$ cat src/rtl/serial_scan_receiver.sv
// Receiving end of the scanner serial link: synchronizes the remote bit clock/data,
// packs bits MSB-first into words and buffers one frame for in-order readout.
module serial_scan_receiver #(
  parameter int DATA_WIDTH = 8,
  parameter int WORDS      = 16,
  parameter int ADDR_W     = 4,
  parameter int TIMEOUT    = 255
) (
  input  logic                  clk,
  input  logic                  reset,
  input  logic                  start,
  input  logic                  serialClk,
  input  logic                  serialIn,
  output logic                  startRead,
  input  logic                  rdEn,
  output logic [DATA_WIDTH-1:0] rdData,
  output logic                  rdValid,
  output logic [ADDR_W:0]       wordCount,
  output logic                  busy,
  output logic                  done,
  output logic                  timeoutErr
);

  localparam int BIT_W = (DATA_WIDTH > 1) ? $clog2(DATA_WIDTH) : 1;
  localparam int TMR_W = $clog2(TIMEOUT + 1);
  localparam logic [BIT_W-1:0]  LAST_BIT  = BIT_W'(DATA_WIDTH - 1);
  localparam logic [ADDR_W:0]   LAST_WORD = (ADDR_W + 1)'(WORDS - 1);
  localparam logic [TMR_W-1:0]  TMR_LOAD  = TMR_W'(TIMEOUT);

  typedef enum logic [1:0] {S_IDLE, S_REQUEST, S_RECEIVE, S_DONE} state_t;

  state_t                state_q;
  logic                  sclk_s1_q, sclk_s2_q, sclk_prev_q;
  logic                  sin_s1_q, sin_s2_q;
  logic [DATA_WIDTH-1:0] shift_q;
  logic [BIT_W-1:0]      bit_cnt_q;
  logic [TMR_W-1:0]      timer_q;
  logic                  wr_pend_q;
  logic [ADDR_W-1:0]     wr_ptr_q, rd_ptr_q;
  logic [ADDR_W:0]       count_q, frame_cnt_q;
  logic [DATA_WIDTH-1:0] rd_data_q;
  logic                  rd_valid_q, start_read_q, busy_q, done_q, timeout_err_q;
  logic [DATA_WIDTH-1:0] mem_q [WORDS];

  logic rise, rd_fire, wr_fire;

  assign rise    = sclk_s2_q & ~sclk_prev_q;
  assign rd_fire = rdEn && (count_q != '0);
  assign wr_fire = wr_pend_q;

  always_ff @(posedge clk) begin
    if (reset) begin
      sclk_s1_q   <= 1'b0;
      sclk_s2_q   <= 1'b0;
      sclk_prev_q <= 1'b0;
      sin_s1_q    <= 1'b0;
      sin_s2_q    <= 1'b0;
    end else begin
      sclk_s1_q   <= serialClk;
      sclk_s2_q   <= sclk_s1_q;
      sclk_prev_q <= sclk_s2_q;
      sin_s1_q    <= serialIn;
      sin_s2_q    <= sin_s1_q;
    end
  end

  // Buffer storage needs no reset; validity is tracked by the pointers and count.
  always_ff @(posedge clk) begin
    if (!reset && wr_fire) mem_q[wr_ptr_q] <= shift_q;
  end

  always_ff @(posedge clk) begin
    if (reset) begin
      state_q       <= S_IDLE;
      shift_q       <= '0;
      bit_cnt_q     <= '0;
      timer_q       <= '0;
      wr_pend_q     <= 1'b0;
      wr_ptr_q      <= '0;
      rd_ptr_q      <= '0;
      count_q       <= '0;
      frame_cnt_q   <= '0;
      rd_data_q     <= '0;
      rd_valid_q    <= 1'b0;
      start_read_q  <= 1'b0;
      busy_q        <= 1'b0;
      done_q        <= 1'b0;
      timeout_err_q <= 1'b0;
    end else begin
      wr_pend_q  <= 1'b0;
      rd_valid_q <= rd_fire;
      if (rd_fire) begin
        rd_data_q <= mem_q[rd_ptr_q];
        rd_ptr_q  <= rd_ptr_q + 1'b1;
      end
      if (wr_fire) begin
        wr_ptr_q    <= wr_ptr_q + 1'b1;
        frame_cnt_q <= frame_cnt_q + 1'b1;
      end
      if (wr_fire && !rd_fire)      count_q <= count_q + 1'b1;
      else if (rd_fire && !wr_fire) count_q <= count_q - 1'b1;

      case (state_q)
        S_IDLE: begin
          if (start) begin
            state_q       <= S_REQUEST;
            start_read_q  <= 1'b1;
            busy_q        <= 1'b1;
            timeout_err_q <= 1'b0;
            wr_ptr_q      <= '0;
            rd_ptr_q      <= '0;
            count_q       <= '0;
            frame_cnt_q   <= '0;
            bit_cnt_q     <= '0;
            timer_q       <= TMR_LOAD;
          end
        end
        S_REQUEST: begin
          if (rise) begin
            state_q   <= S_RECEIVE;
            shift_q   <= {shift_q[DATA_WIDTH-2:0], sin_s2_q};
            bit_cnt_q <= BIT_W'(1);
            timer_q   <= TMR_LOAD;
          end else if (timer_q <= TMR_W'(1)) begin
            state_q       <= S_IDLE;
            start_read_q  <= 1'b0;
            busy_q        <= 1'b0;
            timeout_err_q <= 1'b1;
          end else begin
            timer_q <= timer_q - 1'b1;
          end
        end
        S_RECEIVE: begin
          // A write cycle always follows a rise, so it never coincides with a rise or timeout.
          if (wr_fire && frame_cnt_q == LAST_WORD) begin
            state_q      <= S_DONE;
            start_read_q <= 1'b0;
            busy_q       <= 1'b0;
            done_q       <= 1'b1;
          end else if (rise) begin
            shift_q <= {shift_q[DATA_WIDTH-2:0], sin_s2_q};
            timer_q <= TMR_LOAD;
            if (bit_cnt_q == LAST_BIT) begin
              wr_pend_q <= 1'b1;
              bit_cnt_q <= '0;
            end else begin
              bit_cnt_q <= bit_cnt_q + 1'b1;
            end
          end else if (timer_q <= TMR_W'(1)) begin
            state_q       <= S_IDLE;
            start_read_q  <= 1'b0;
            busy_q        <= 1'b0;
            timeout_err_q <= 1'b1;
          end else begin
            timer_q <= timer_q - 1'b1;
          end
        end
        S_DONE: begin
          if (!start) begin
            state_q <= S_IDLE;
            done_q  <= 1'b0;
          end
        end
        default: state_q <= S_IDLE;
      endcase
    end
  end

  assign startRead  = start_read_q;
  assign busy       = busy_q;
  assign done       = done_q;
  assign timeoutErr = timeout_err_q;
  assign rdData     = rd_data_q;
  assign rdValid    = rd_valid_q;
  assign wordCount  = count_q;

endmodule
$ cat config.mk
export PLATFORM = sky130hd
export DESIGN_NAME = serial_scan_receiver
export DESIGN_NICKNAME = d
export VERILOG_FILES = /design/src/rtl/serial_scan_receiver.sv
export SDC_FILE = /design/constraint.sdc
export NUM_CORES = 1
export LEC_CHECK = 0
export CAP_MARGIN = 20
export CORE_UTILIZATION = 45
export CTS_CLUSTER_SIZE = 10
export DETAILED_ROUTE_END_ITERATION = 8
export PLACE_DENSITY_LB_ADDON = 0.3
export SYNTH_ARGS = -nofsm -noshare
export SYNTH_HDL_FRONTEND = slang
export SYNTH_SLANG_ARGS = --single-unit
$ cat constraint.sdc
create_clock -name clk -period 3.66 [get_ports clk]
set_input_delay 0.732 -clock clk [delete_from_list [all_inputs] [get_ports clk]]
set_output_delay 0.732 -clock clk [all_outputs]
set_load 0.005 [all_outputs]
Word-level counts from Yosys, hierarchy flattened. Memories as Yosys holds them, arrays and structs flattened. A register that Yosys moved wholly into a read port is not among the register bits. Cells that the tools add are included.

Register bits after elaboration: 50. RAM bits: 128. Input bits: 6. Memories: 1.

Add/sub/neg operators: 7. Order comparisons: 1. Equality and inequality tests: 12. Mux-type cells: 54. Bitwise logic cells: 4. Reduce and logical (&&, ||, !) cells: 20.

Memories: mem_q (words 16, width 8, rd ports 1, clocked after Yosys merged registers in 1, write ports 1, RTL line 43) `logic [DATA_WIDTH-1:0] mem_q [WORDS];`.

Operator list (count): 8-bit 2-to-1 mux (6); 5-bit 2-to-1 mux (7); 4-bit 2-to-1 mux (6); 8-bit one-hot mux with 3 select lines (1); 1-bit 2-to-1 mux (16); 8-bit one-hot mux with 2 select lines (1); 3-bit 2-to-1 mux (5); 2-bit 2-to-1 mux (6); 2-bit inequality test, second input constant (6); 5-bit by 1-bit adder with 5-bit output, second input constant (2); 1-bit one-hot mux with 3 select lines (3); 3-bit one-hot mux with 3 select lines (1); 3-bit AND reduction (3); 4-bit by 1-bit adder with 4-bit output, second input constant (2); 8-bit by 1-bit <= comparator with 1-bit output, second input constant (1); 2-bit one-hot mux with 4 select lines (1); 8-bit by 1-bit subtractor with 8-bit output, second input constant (1); 5-bit by 4-bit == test with 1-bit output, second input constant (1); 1-bit logical AND (5); 5-bit AND reduction (1); 5-bit nonzero test (1); 5-bit by 1-bit subtractor with 5-bit output, second input constant (1); 2-bit == test, second input constant (2); 2-bit AND reduction (2); 12 further kinds (17).

Longest topological paths before layout. Gate-level depths: netlist of run 1.

Word-level depth: 7. Gate-level depth with buffers: 9. Depth with buffers taken out: 8.

Worst setup path after synthesis of run 1. No wires, ideal clock.

Path type: reg-to-reg. From: reg frame_cnt_q[0]. To: reg bit_cnt_q[0]. Setup time: 0.086 ns. Arrival time: 2.036 ns. Data required time: 3.574 ns. Setup slack: 1.538 ns. Stages on the path, launching flop included: 10. Cell sequence: dfxtp_1 -> ha_1 -> and3_1 -> ha_1 -> and3_1 -> clkbuf_1 -> nor3_2 -> and2_0 -> nor2_1 -> a211oi_1.

Longest elaborated chain between the ends: 4.

RTL lines: start: declaration (RTL line 40) `logic [ADDR_W:0] count_q, frame_cnt_q;`; start signal: assignment (RTL line 98) `frame_cnt_q <= frame_cnt_q + 1'b1;`; 5-bit by 4-bit == test with 1-bit output (RTL line 135) `if (wr_fire && frame_cnt_q == LAST_WORD) begin`; 1-bit logical AND (RTL line 135); 2-bit inequality test (no source line); 5-bit AND reduction (no source line); end signal: assignment (RTL line 147) `bit_cnt_q <= bit_cnt_q + 1'b1;`; end: declaration (RTL line 36) `logic [BIT_W-1:0] bit_cnt_q;`.

Every way passes these cells. A chain may end at the register's enable or synchronous reset.

Worst setup path in the final report of run 1.
From: in reset. To: mem mem_q[12][3], enable pin.

Longest elaborated chain between the ends: 4.

RTL lines: start: declaration (RTL line 10) `input logic reset,`; 1-bit zero test (RTL line 69) `if (!reset && wr_fire) mem_q[wr_ptr_q] <= shift_q;`; 1-bit logical AND (RTL line 69); 1-bit 2-to-1 mux (RTL line 69); 1-bit 2-to-1 mux (not written as such) (RTL line 69); end: declaration (RTL line 43).

Every way passes these cells.

==> results of run 1 <==
## kinds of logic (layout without fill, tap and decap cells)
kind of cell | count (synthesis) | count (layout) | share of synthesized area (%)
multiplexers | 61 | 61 | 13.3
flip-flops | 186 | 186 | 65.9
AO/OA/AOI/OAI | 54 | 54 | 4.80
XOR/XNOR | 16 | 16 | 1.85
AND/OR/NAND/NOR | 134 | 134 | 9.00
buffers and inverters | 41 | 83 | 2.17
adder cells (fa/ha/maj) | 18 | 18 | 2.97
## cell usage after synthesis (8+ instances only)
| cell | instances |
|---|---|
| sky130_fd_sc_hd__dfxtp_1 | 58 |
| sky130_fd_sc_hd__nor2b_1 | 9 |
| sky130_fd_sc_hd__o21ai_0 | 9 |
| sky130_fd_sc_hd__mux2i_1 | 29 |
| sky130_fd_sc_hd__nor2_1 | 48 |
| sky130_fd_sc_hd__mux4_2 | 32 |
| sky130_fd_sc_hd__o221ai_1 | 8 |
| sky130_fd_sc_hd__xor2_1 | 9 |
| sky130_fd_sc_hd__nand3b_1 | 8 |
| sky130_fd_sc_hd__and3_1 | 8 |
| sky130_fd_sc_hd__inv_1 | 14 |
| sky130_fd_sc_hd__clkbuf_1 | 19 |
| sky130_fd_sc_hd__a21oi_1 | 17 |
| sky130_fd_sc_hd__edfxtp_1 | 128 |
| sky130_fd_sc_hd__ha_1 | 18 |
| sky130_fd_sc_hd__nand2_1 | 21 |
## flip-flops by register name, summed over array words and instances (netlist names), 2 cells and up
register	count
mem_q	128
frame_cnt_q	5
wordCount	5
bit_cnt_q	3
timer_q	8
state_q	2
shift_q	8
wr_ptr_q	4
rdData	8
rd_ptr_q	4
## final cells by class
type	instances	area, um^2	share of cell area (%)
inverters	14	52.6	0.603
well taps	220	275	3.16
clock inverters	12	164	1.88
repair buffers	37	335	3.85
clock buffers	20	457	5.24
flip-flops and latches	186	5010	57.4
multi-input cells	283	2430	27.9
## worst reg2reg max path, stage by stage, from the launching register on
cell	delay [ps]
sky130_fd_sc_hd__dfxtp_1	340
sky130_fd_sc_hd__ha_1	220
sky130_fd_sc_hd__and3_1	180
sky130_fd_sc_hd__ha_1	180
sky130_fd_sc_hd__and3_1	250
sky130_fd_sc_hd__nor3_2	480
sky130_fd_sc_hd__o21a_4	260
sky130_fd_sc_hd__a21oi_1	70
sky130_fd_sc_hd__a311oi_1	260
## metrics by stage
step / hold slack (ps) / setup WS, ps / utilization [%]
2_1_floorplan: 414 / 1540 / -
3_3_place_gp: 429 / 890 / 49.0
3_5_place_dp: 427 / 790 / 49.0
4_1_cts: 443 / 1200 / 52.7
5_1_grt: 465 / 1090 / 52.8
6_report: 438 / 1240 / 52.8
## routing by layer
metal / wire (um) / up-vias
li1: - / 1990
met1: 6720 / 2141
met2: 6780 / 112
met3: 678 / 16
met4: 308 / 0
met5: 0 / -
## power groups by stage
stage          combinational [uW]  clock, uW  sequential (uW)
2_1_floorplan                 210          0             2330
3_3_place_gp                  279          0             2340
3_5_place_dp                  285          0             2340
4_1_cts                       287       1940             2300
5_1_grt                       319       2020             2300
6_report                      288       1900             2300
## worst paths after layout
path / startpoint / endpoint / slack (ps) / cells past startpoint
max: reset / mem_q[12][3] / 1240 / 4
min: sclk_s1_q / sclk_s2_q / 440 / 1
min reg2reg: sclk_s1_q / sclk_s2_q / 440 / 1
max reg2reg: frame_cnt_q[0] / timer_q[3] / 1320 / 8
==> results.txt, run 1 <==
----------------------------------------------------
[Synthesis]
  Synthesis Warnings ... 0
  Post-synthesis cell type with the largest combined area ... sky130_fd_sc_hd__edfxtp_1
  Ys flop type ... sky130_fd_sc_hd__edfxtp_1
  Area of the mapped netlist ... about 7600 um^2
  Synthesized flop and latch total ... around 190
  Number of distinct standard cells referenced by the synthesized netlist ... 45
  Share of async-settable or async-resettable flops after synthesis ... 0%
  Count of flip-flops with a built-in enable after synthesis ... 128
  Area fraction of the dominant cell type after synthesis ... a little over 50%
  Portion of the post-synthesis area used by sequential elements ... between 60% and 70%
  Instance count of the mapped netlist ... slightly above 500
  Synthesized netlist net count ... 534
  Leading post-synthesis cells by cell area ... sky130_fd_sc_hd__edfxtp_1 (51%), sky130_fd_sc_hd__dfxtp_1 (15%), sky130_fd_sc_hd__mux4_2 (9.5%), sky130_fd_sc_hd__mux2i_1 (3.8%), sky130_fd_sc_hd__ha_1 (3.0%)
  Average footprint of a synthesized cell ... 14.9 um^2

[STA]
  Headroom to the max-slew limit ... roughly 44%
  Minimum period implied by the final worst setup slack ... 2420 ps
  Final Slew Violations ... 0
  Unrepaired setup endpoints after global routing ... no
  Transition time at the pin with the least slew margin ... ~840 ps
  Final cycle utilization of the critical path ... 66.0%
  Skew final ... approximately 11 ps
  Final-report setup violation count ... 0
  Final hold vios ... 0
  Final sum of negative setup slack ... 0 ps
  Max frequency ... 0.414 GHz

[Placed design]
  Cell area after placement ... between 8000 and 9000 um^2
  Routability-driven placement congestion ratio ... 0.773
  Half-perimeter wire length after detailed placement ... 9350 um
  Post-Place Cells ... ~740
  Number of buffers inserted by port buffering ... 23

[Setup path]
  Critical Path AT ... between 2000 and 2500 ps
  Worst EP required ... approximately 3700 ps
  Critical path endpoint category ... flip-flop
  Category of the critical setup timing path ... in2reg
  Largest incremental delay on the critical path ... between 600 and 700 ps
  Critical Path Fanout Max ... 13
  CP bufs+invs ... 1
  Library cell contributing the largest single delay on the critical path ... sky130_fd_sc_hd__clkdlybuf4s50_1
  Cell breakdown of the critical path ... clkdlybuf4s50_1 > nor2b_1 > nand2_1 > nor2_1
  Kind of cell with the highest combined delay on the critical path ... simple AND/OR/NAND/NOR gates
  Worst setup SP type ... input pin

[CTS]
  Skew-Pair Late Insertion Delay ... approximately 430 ps
  CTS tree ... done
  Reg clk slew, reported paths ... 70 ps
  # Post-CTS Setup Buffers ... 0
  Inserted Clock Buffers ... 17
  Bufs on Longest Clock Path ... 2
  Root Buffer ... sky130_fd_sc_hd__clkbuf_16
  Number of H-tree branching levels ... 4
  PostCTS Resize Cnt ... 0
  Total clock sinks ... 186
  Total of hold buffers inserted after clock tree synthesis ... 0

[Global route]
  Maximum number of pins on one net before global-route repair ... 35
  Number of antenna violations at the first check in global routing ... 0
  Layer with the highest usage ... met2
  Vias in the first global route ... ~4300
  Gr ovfl total ... 0
  Met1 usage ... approximately 25%
  Grt met2 use ... 27.9%
  Wire length of the first global-routing pass ... 23300 um
  Combined global-route utilization of all metal layers ... around 18%
  Met3 track utilization from global routing ... roughly 3.6%

[Floorplanning]
  Die width ... 132 um
  Die boundary height ... about 130 um
  Die Footprint ... around 17000 um^2
  Total I/O pin count ... 24
  Starting utilization of the core area ... 46.0%
  Placement Rows ... 47
  Placeable core region ... 16500 um^2

[Power and ir drop]
  Switching portion of total power ... 21.5%
  Total internal power ... about 3500 uW
  Share of total power in the clock network ... a little over two fifths
  Gate power share ... ~6.4%
  Power, Total ... roughly 4500 uW
  Net switching power ... a little under 1000 uW
  Worst voltage drop across the vdd grid ... roughly 0.00037 V
  Leakage power ... 0.00290 uW
  Power per cell area ... ~510 nW/um^2
  Portion of total power attributed to sequential cells ... 51.2%

[Cells and area]
  Ant. Diodes ... 0
  Share of post-route cells with drive strength above 1 ... between 10% and 20%
  Most frequent cells in the layout ... sky130_fd_sc_hd__edfxtp_1 (128), sky130_fd_sc_hd__dfxtp_1 (57), sky130_fd_sc_hd__nor2_1 (48)
  Commonest non-fill, non-tap cell in the layout ... sky130_fd_sc_hd__edfxtp_1
  Layout Cells excl Fill ... 772
  FILL cells ... 1340
  Final Instance Area ... between 8000 and 9000 um^2
  Number of nets in the final layout ... ~560
  Area added between synthesis and finish ... 14.8%

[Drt]
  Wire length per cell ... ~19 um
  1st-iter DRT viols ... 358
  Drt total wl ... 14500 um
  Per-cell via count in the routed design ... 5.52
  Vias after detailed routing ... ~4300
  Remaining routing DRC violations ... 0
  DRT antenna net count ... 0
  Iteration count of the initial detailed-routing pass ... 5

[Min path]
  Worst min path class ... reg2reg

[Status]
  Outcome ... complete, no violations

[Job]
  Max-cap check violation count ... 0

----------------------------------------------------
Note: power is estimated with default switching activity, not from simulation.
==> run 2: changes to the inputs <==
==> constraint.sdc (replaced) <==
create_clock -name clk -period 2.5 [get_ports clk]
set_input_delay 0.5 -clock clk [delete_from_list [all_inputs] [get_ports clk]]
set_output_delay 0.5 -clock clk [all_outputs]
set_load 0.005 [all_outputs]
==> results.txt, run 2 (synthesis results as in run 1) <==
----------------------------------------------------
[Job]
  Max-cap check violation count ... 0 (unchanged)

[Setup path]
  Worst setup SP type ... flip-flop
  Category of the critical setup timing path ... reg2reg
  Worst reg2reg setup slack ... 360 ps (-960 ps)
  Critical Path AT ... 2440 ps (-40 ps)
  Critical Path Fanout Max ... 9 (-4)
  Worst EP required ... 2800 ps (-920 ps)
  Critical path endpoint category ... flip-flop

[Global route]
  Wire length of the first global-routing pass ... 22500 um (-3.6%)
  Combined global-route utilization of all metal layers ... 17.5% (-0.45 points)
  Number of antenna violations at the first check in global routing ... 0 (unchanged)
  Gr ovfl total ... 0 (unchanged)
  Maximum number of pins on one net before global-route repair ... 35 (unchanged)
  Vias in the first global route ... 4174 (-2.1%)

[Cells and area]
  Number of flip-flops in the largest register ... 128 (unchanged)
  Most frequent cells in the layout ... sky130_fd_sc_hd__edfxtp_1 (128), sky130_fd_sc_hd__dfxtp_1 (57), sky130_fd_sc_hd__nor2_1 (48)
  Reg with most FFs ... mem_q
  Number of nets in the final layout ... 573 (+1.8%)
  Area added between synthesis and finish ... 15.8%
  Ant. Diodes ... 0 (unchanged)
  FILL cells ... 1333 (-0.52%)
  Commonest non-fill, non-tap cell in the layout ... sky130_fd_sc_hd__edfxtp_1
  Share of post-route cells with drive strength above 1 ... 16.4% (+0.79 points)
  Layout Cells excl Fill ... 782 (+1.3%)

[Floorplanning]
  Total I/O pin count ... 24 (unchanged)
  Die Footprint ... 17400 um^2 (unchanged)
  Die width ... 132 um (unchanged)
  Placeable core region ... 16500 um^2 (unchanged)
  Starting utilization of the core area ... 46.0% (unchanged)
  Placement Rows ... 47 (unchanged)
  Die boundary height ... 132 um (unchanged)

[Drt]
  Wire length per cell ... 18.1 um (-3.7%)
  1st-iter DRT viols ... 374 (+4.5%)
  Iteration count of the initial detailed-routing pass ... 5 (unchanged)
  Drt total wl ... 14100 um (-2.4%)
  Vias after detailed routing ... 4200 (-1.4%)
  DRT antenna net count ... 0 (unchanged)
  Per-cell via count in the routed design ... 5.37 (-2.6%)
  Remaining routing DRC violations ... 0 (unchanged)

[CTS]
  Inserted Clock Buffers ... 17 (unchanged)
  Root Buffer ... sky130_fd_sc_hd__clkbuf_16
  Number of H-tree branching levels ... 4 (unchanged)
  PostCTS Resize Cnt ... 0 (unchanged)
  Reg clk slew, reported paths ... 60 ps (about the same)
  Total of hold buffers inserted after clock tree synthesis ... 0 (unchanged)
  Total clock sinks ... 186 (unchanged)
  Skew-Pair Late Insertion Delay ... 430 ps (about the same)
  CTS tree ... done
  # Post-CTS Setup Buffers ... 0 (unchanged)
  Bufs on Longest Clock Path ... 2 (unchanged)

[STA]
  Transition time at the pin with the least slew margin ... 706 ps (-135 ps)
  Fin worst setup slack ... 359 ps (-885 ps)
  Max frequency ... 0.467 GHz
  Final Slew Violations ... 0 (unchanged)
  Final-report setup violation count ... 0 (unchanged)
  Skew final ... 9.26 ps (-1.38 ps)
  Unrepaired setup endpoints after global routing ... no
  Final cycle utilization of the critical path ... 85.6%
  Headroom to the max-slew limit ... 52.9% (+9.2 points)
  Minimum period implied by the final worst setup slack ... between 2000 and 2500 ps
  Final sum of negative setup slack ... 0 ps (unchanged)
  Final hold vios ... 0 (unchanged)

[Power and ir drop]
  Leakage power ... 0.00295 uW (+1.7%)
  Worst voltage drop across the vdd grid ... 0.000524 V (+43%)
  Power per cell area ... 738 nW/um^2 (+43%)

[Status]
  Outcome ... complete, no violations

[Placed design]
  Routability-driven placement congestion ratio ... 0.849 (+9.9%)
  Setup slack at placement ... 176 ps (-614 ps)
  Number of buffers inserted by port buffering ... 23 (unchanged)
  Post-Place Cells ... 749 (+1.4%)
  Half-perimeter wire length after detailed placement ... 9050 um (-3.2%)

[Min path]
  Worst min path class ... reg2reg

----------------------------------------------------
[run 2: cell count changes in the layout (fill, tap and decap cells not counted), sizes merged]
cell / delta
buf: +11
clkinvlp: -1
clkinv: -3
inv: -1
bufinv: -1
clkbuf: +5
[run 2: final cells by class]
cell class | count | area (um^2) | area share, %
Timing Repair Buffer | 47 | 423 | 4.81
Multi-Input combinational cell | 283 | 2430 | 27.7
Clock inverter | 6 | 81.3 | 0.925
Inverter | 14 | 52.6 | 0.598
Clock buffer | 26 | 520 | 5.92
Tap cell | 220 | 275 | 3.13
Sequential cell | 186 | 5010 | 57.0
[run 2: path summary, 6_finish.rpt]
path | to | depth (start not counted) | from
max | timer_q[7] | 5 | timer_q[3]
min | sclk_s2_q | 1 | sclk_s1_q
max reg2reg | timer_q[7] | 5 | timer_q[3]
min reg2reg | sclk_s2_q | 1 | sclk_s1_q
[run 2: report_power, final]
part	internal, uW	switching [uW]
sequential	3300	52.5
combinational	229	216
clock	1640	1050
[run 2: layer usage]
layer	vias to the layer above	part of all wire, %	track usage, %
met1	2060	46	23.1
met4	0	1.8	6.27
met5	-	0	0
li1	2007	-	-
met2	110	48	28.0
met3	23	4.8	4.61
[run 2: through the flow]
step           instance area [um^2]  hold WS (ps)  utilization (%)  total power [uW]
2_1_floorplan                  7590           414                -              3710
3_3_place_gp                   8180           421             49.5              3850
3_5_place_dp                   8180           428             49.5              3860
4_1_cts                        8780           448             53.1              6530
5_1_grt                        8790           450             53.2              6700
6_report                       8790           439             53.2              6480
[run 2: critical path: stages (launching register included)]
cell and delay, ps:
sky130_fd_sc_hd__dfxtp_1 350, sky130_fd_sc_hd__or4_1 550, sky130_fd_sc_hd__or4_4 570, sky130_fd_sc_hd__o211ai_1 270, sky130_fd_sc_hd__xor2_1 200, sky130_fd_sc_hd__a21oi_1 80
